[config.mk]
export PLATFORM = sky130hd
export DESIGN_NAME = dmem_word_reader
export DESIGN_NICKNAME = d
export VERILOG_FILES = /design/src/rtl/dmem_word_reader.sv
export SDC_FILE = /design/constraint.sdc
export NUM_CORES = 1
export LEC_CHECK = 0
export ABC_AREA = 1
export CORE_ASPECT_RATIO = 1.1
export CORE_MARGIN = 2
export CORE_UTILIZATION = 45
export DETAILED_ROUTE_END_ITERATION = 7
export PLACE_DENSITY_LB_ADDON = 0.2
export SYNTH_ARGS = -nofsm -noshare
export SYNTH_HDL_FRONTEND = slang
export SYNTH_SLANG_ARGS = --single-unit
[constraint.sdc]
create_clock -name CLK -period 5 [get_ports CLK]
set_input_delay 0.75 -clock CLK [delete_from_list [all_inputs] [get_ports CLK]]
set_output_delay 0.75 -clock CLK [all_outputs]
set_load 0.02 [all_outputs]
[src/rtl/dmem_word_reader.sv]
// Sequential reader for the four-lane byte memory: walks a word-address range,
// streams each reassembled word over valid/ready and accumulates a checksum.
module dmem_word_reader #(
    parameter int ADDR_WIDTH = 8,
    parameter int CNT_WIDTH  = 9
) (
    input  logic                  CLK,
    input  logic                  rst,
    input  logic                  start,
    input  logic [ADDR_WIDTH-1:0] base_addr,
    input  logic [CNT_WIDTH-1:0]  word_count,
    output logic                  busy,
    output logic                  done,
    output logic [31:0]           checksum,
    output logic                  mem_rd_en,
    output logic [ADDR_WIDTH-1:0] mem_addr,
    input  logic [7:0]            mem_rdata_b0,
    input  logic [7:0]            mem_rdata_b1,
    input  logic [7:0]            mem_rdata_b2,
    input  logic [7:0]            mem_rdata_b3,
    output logic                  out_valid,
    input  logic                  out_ready,
    output logic [31:0]           out_data,
    output logic [ADDR_WIDTH-1:0] out_addr
);

    localparam logic [2:0] S_IDLE = 3'd0;
    localparam logic [2:0] S_READ = 3'd1;
    localparam logic [2:0] S_CAPT = 3'd2;
    localparam logic [2:0] S_OUT  = 3'd3;
    localparam logic [2:0] S_DONE = 3'd4;

    logic [2:0]            state_q, state_d;
    logic [ADDR_WIDTH-1:0] cur_addr_q, cur_addr_d;
    logic [CNT_WIDTH-1:0]  remaining_q, remaining_d;
    logic [31:0]           checksum_q, checksum_d;
    logic [31:0]           out_data_q, out_data_d;
    logic [ADDR_WIDTH-1:0] out_addr_q, out_addr_d;
    logic                  out_valid_q, out_valid_d;
    logic                  done_q, done_d;

    logic [7:0]  lane [4];
    logic [31:0] rd_word;

    assign lane[0] = mem_rdata_b0;
    assign lane[1] = mem_rdata_b1;
    assign lane[2] = mem_rdata_b2;
    assign lane[3] = mem_rdata_b3;

    // Lane 0 is the least significant byte of the reassembled word.
    genvar gi;
    generate
        for (gi = 0; gi < 4; gi++) begin : g_lane
            assign rd_word[gi*8 +: 8] = lane[gi];
        end
    endgenerate

    always_comb begin
        state_d     = state_q;
        cur_addr_d  = cur_addr_q;
        remaining_d = remaining_q;
        checksum_d  = checksum_q;
        out_data_d  = out_data_q;
        out_addr_d  = out_addr_q;
        out_valid_d = out_valid_q;
        done_d      = (state_q == S_DONE);

        case (state_q)
            S_IDLE: begin
                if (start) begin
                    cur_addr_d  = base_addr;
                    remaining_d = word_count;
                    checksum_d  = '0;
                    state_d     = (word_count == '0) ? S_DONE : S_READ;
                end
            end
            S_READ: state_d = S_CAPT;
            S_CAPT: begin
                out_data_d  = rd_word;
                out_addr_d  = cur_addr_q;
                out_valid_d = 1'b1;
                state_d     = S_OUT;
            end
            S_OUT: begin
                if (out_ready) begin
                    checksum_d  = checksum_q + out_data_q;
                    remaining_d = remaining_q - CNT_WIDTH'(1);
                    cur_addr_d  = cur_addr_q + ADDR_WIDTH'(1);
                    out_valid_d = 1'b0;
                    state_d     = (remaining_d == '0) ? S_DONE : S_READ;
                end
            end
            S_DONE:  state_d = S_IDLE;
            default: state_d = S_IDLE;
        endcase
    end

    always_ff @(posedge CLK) begin
        if (!rst) begin
            state_q     <= S_IDLE;
            cur_addr_q  <= '0;
            remaining_q <= '0;
            checksum_q  <= '0;
            out_data_q  <= '0;
            out_addr_q  <= '0;
            out_valid_q <= 1'b0;
            done_q      <= 1'b0;
        end else begin
            state_q     <= state_d;
            cur_addr_q  <= cur_addr_d;
            remaining_q <= remaining_d;
            checksum_q  <= checksum_d;
            out_data_q  <= out_data_d;
            out_addr_q  <= out_addr_d;
            out_valid_q <= out_valid_d;
            done_q      <= done_d;
        end
    end

    assign busy      = (state_q != S_IDLE);
    assign done      = done_q;
    assign checksum  = checksum_q;
    assign mem_rd_en = (state_q == S_READ);
    assign mem_addr  = cur_addr_q;
    assign out_valid = out_valid_q;
    assign out_data  = out_data_q;
    assign out_addr  = out_addr_q;

endmodule

==> metrics.md <==
| Metric | Value |
|---|---|
| Initial core utilization | 45.83% |
| Core Util, Final | 59.07% |
| Core area | 13,100 um2 |
| Internal power | 0.001748 W |
| Final-layout fill cell count | 1,296 |
| Cell area after synthesis | 6005 um2 |
| Unrepaired setup endpoints after global routing | false |
| Clock group share of total power | 24.3% |
| # IOs | 137 |
| Number of buffers inserted by port buffering | 136 |
| Vias post-DR | 6,413 |
| DIE HEIGHT | 125.2 um |
| Sw Ratio | 40.04% |
| CP Data Arrival Time | 3.44 ns |
| Commonest non-fill, non-tap cell in the layout | nand2_1 |
| CTS root buffer | clkbuf_16 |
| Worst VDD drop | 276.2 uV |
| Yosys reg bits | 94 |
| DRT antenna net count | 0 |
| Leakage | 3.712 nW |
| Via density | 5.078 |
| Clk pin slew, worst setup/hold paths | 0.07 ns |
| PnR worst setup slack | 1.834 ns |
| Register Area | 1882 um2 |
| Global placer's final weighted congestion | 0.9266 |
| Area occupied by multi-input gates | 3498 um2 |
| Seq/Total Area, Yosys | 31.34% |
| Synth Warn # | 0 |
| Period utilisation layout | 63.32% |
| Pin count of the biggest net entering global routing | 50 |
| Post-CTS Setup Bufs | 0 |
| Final max-slew violation count | 0 |
| Fin. Hold Viols | 0 |
| Hold slack | 0.4599 ns |
| Grt ovf | 0 |
| Max-cap violations | 0 |
| Commonest cells after routing, fill and taps aside | 293 x nand2_1, 141 x nor2_1, 136 x clkdlybuf4s50_1 |
| Die Wd | 114.1 um |
| Sequential Power Share | 35.1% |
| Logic pwr share | 40.6% |
| Share of cells above drive strength 1 | 2.813% |
| Cell mode on critical path | nand2_1 |
| Wirelength per Cell | 13.88 um |
| Slew @ Worst Pin | 0.8703 ns |
| PostCTS Resize Cnt | 0 |
| Total power | 0.002915 W |
| Num rows | 44 |
| Slowest stage delay, CP | 0.62 ns |
| Ant. Diodes | 0 |
| Initial antenna violation count | 0 |
| Hold Path Depth | 1 |
| Worst-Skew Late Latency | 0.36 ns |
| Syn-to-layout area delta | 28.90% |
| R2R depth | 10 |
| Full die area | 14,280 um2 |
| Drc violations | 0 |
| Pwr dens | 376.7 nW/um2 |
| Kind of end point of the critical path | flip-flop |
| Outcome | completed |
| Clock sink count | 94 |
| Setup TNS | 0 ns |
| Pre-antenna DRT Iters | 5 |
| Syn Nets | 1,065 |
| Syn Area/Cell | 6.146 um2 |
| Clk buf depth | 2 |
| Psw | 0.001167 W |
| Clock skew | 0.01345 ns |
| CP Launch Type | flip-flop |
| Critical Path, Cell by Cell | inv_2 > nor3_4 > nand2_2 > nand2_1 > nand2_1 > inv_1 > nand2_1 > nand2_1 > nand2_1 > a21oi_1 |
| Hpwl dp | 12,780 um |
| Max frequency | 315.9 MHz |
| Cells after Synth | 977 |
| WS Path Type | reg -> reg |
| Setup Viol. Count Final | 0 |
| Vias in the first global route | 5,898 |
| Worst Path Required | 5.27 ns |
| Global-route wire length before repair | 28,720 um |
| CTS HTree Levels | 3 |
| Crit path time final | 3.166 ns |
| Final wirelength | 17,530 um |
| Total Nets Final | 1,185 |
| Setup WS pre-CTS | 1.833 ns |
| Initial drt markers | 329 |
| GRT Resource Usage Total | 24.85% |
| Synth cell types | 33 |
| Crit-path max FO | 21 |
| CTS tree | done |
| Num CTS Buffers | 9 |
| Slowest CP cell | inv_1 |
| Max-slew headroom | 41.89% |
| Worst hold path class | reg -> reg |
| Hold buffers post-CTS | 0 |
[logic make-up after synthesis]
logic type	share of synthesized area, %
compound gates	15.07
xor+xnor	0.5836
fa+ha+maj	7.418
buf+inv	10.48
flops	31.34
simple gates	35.11
[worst paths after layout]
path	slack, ns	startpoint	endpoint
setup / recovery	1.83	state_q[0]$_SDFFE_PN0P_	mem_addr[7]$_SDFFE_PN0P_
hold / removal	0.46	state_q[1]$_SDFFE_PN0P_	done$_SDFF_PN0_
setup reg to reg	1.83	state_q[0]$_SDFFE_PN0P_	mem_addr[7]$_SDFFE_PN0P_
hold reg to reg	0.46	state_q[1]$_SDFFE_PN0P_	done$_SDFF_PN0_
[registers in the layout, indices dropped and copies added, names as in the netlist]
| register | flops |
|---|---|
| checksum | 32 |
| done | 1 |
| mem_addr | 8 |
| out_addr | 8 |
| out_data | 32 |
| out_valid | 1 |
| remaining_q | 9 |
| state_q | 3 |
[cell usage after synthesis]
cell / n / area (um2)
or2_2: 4 / 25.02
o21ai_0: 64 / 320.3
a31oi_1: 4 / 25.02
a211oi_1: 3 / 22.52
fa_1: 1 / 20.02
buf_4: 4 / 30.03
xnor2_1: 2 / 17.52
inv_2: 3 / 11.26
inv_1: 124 / 465.5
and2_1: 3 / 18.77
a221oi_2: 2 / 30.03
buf_2: 2 / 10.01
nand2_2: 1 / 6.260
nor3_1: 7 / 35.03
nand3b_1: 9 / 67.56
buf_6: 3 / 33.78
a221oi_1: 3 / 26.28
nor3_4: 1 / 16.27
ha_1: 34 / 425.4
nand3_1: 53 / 265.3
o21ai_1: 1 / 5.000
nor4_1: 2 / 12.51
nand2_1: 293 / 1100
nand4_1: 4 / 25.02
o21bai_1: 3 / 22.52
xor2_1: 2 / 17.52
o21a_1: 2 / 15.01
o211ai_1: 3 / 22.52
dfxtp_1: 94 / 1882
nor3b_1: 1 / 7.510
a21oi_1: 83 / 415.4
nor2_1: 141 / 529.3
clkbuf_1: 21 / 78.83
[power by group through the flow]
stage	Clock, W	Combinational, W	Sequential (W)
6_report	0.000707	0.00118	0.00102
5_1_grt	0.000745	0.00132	0.00105
4_1_cts	0.000720	0.00119	0.00102
3_5_place_dp	0	0.00118	0.00104
3_3_place_gp	0	0.00117	0.00104
2_1_floorplan	0	0.000659	0.00114
[per-layer routing]
metal	up-vias	global-route usage (%)	routed length, um
met5	-	0	0
met4	0	9.756	439
met3	30	4.944	1164
met2	187	39.95	7867
met1	2850	32.72	8056
li1	3346	-	-
[critical path, delay by kind of cell (launching register included)]
kind / cells / cell delay (ns)
flops: 1 / 0.38
simple gates: 7 / 1.86
buf+inv: 2 / 0.69
compound gates: 1 / 0.14
[final cells by class]
cell class                 count  area share (%)
inverter                     127           6.159
sequential                    94           24.31
timing repair buffer         139           17.88
tap                          161           2.603
multi-input combinational    726           45.20
clock buffer                   9           2.910
clock inverter                 7          0.9376
[metrics by stage]
stage / instances / instance area (um2)
3_5_place_dp: 1247 / 7442
6_report: 1263 / 7740
5_1_grt: 1263 / 7740
3_3_place_gp: 1247 / 7442
2_1_floorplan: 977 / 6005
4_1_cts: 1263 / 7740
No activity file was read; power rests on OpenSTA's default activity.
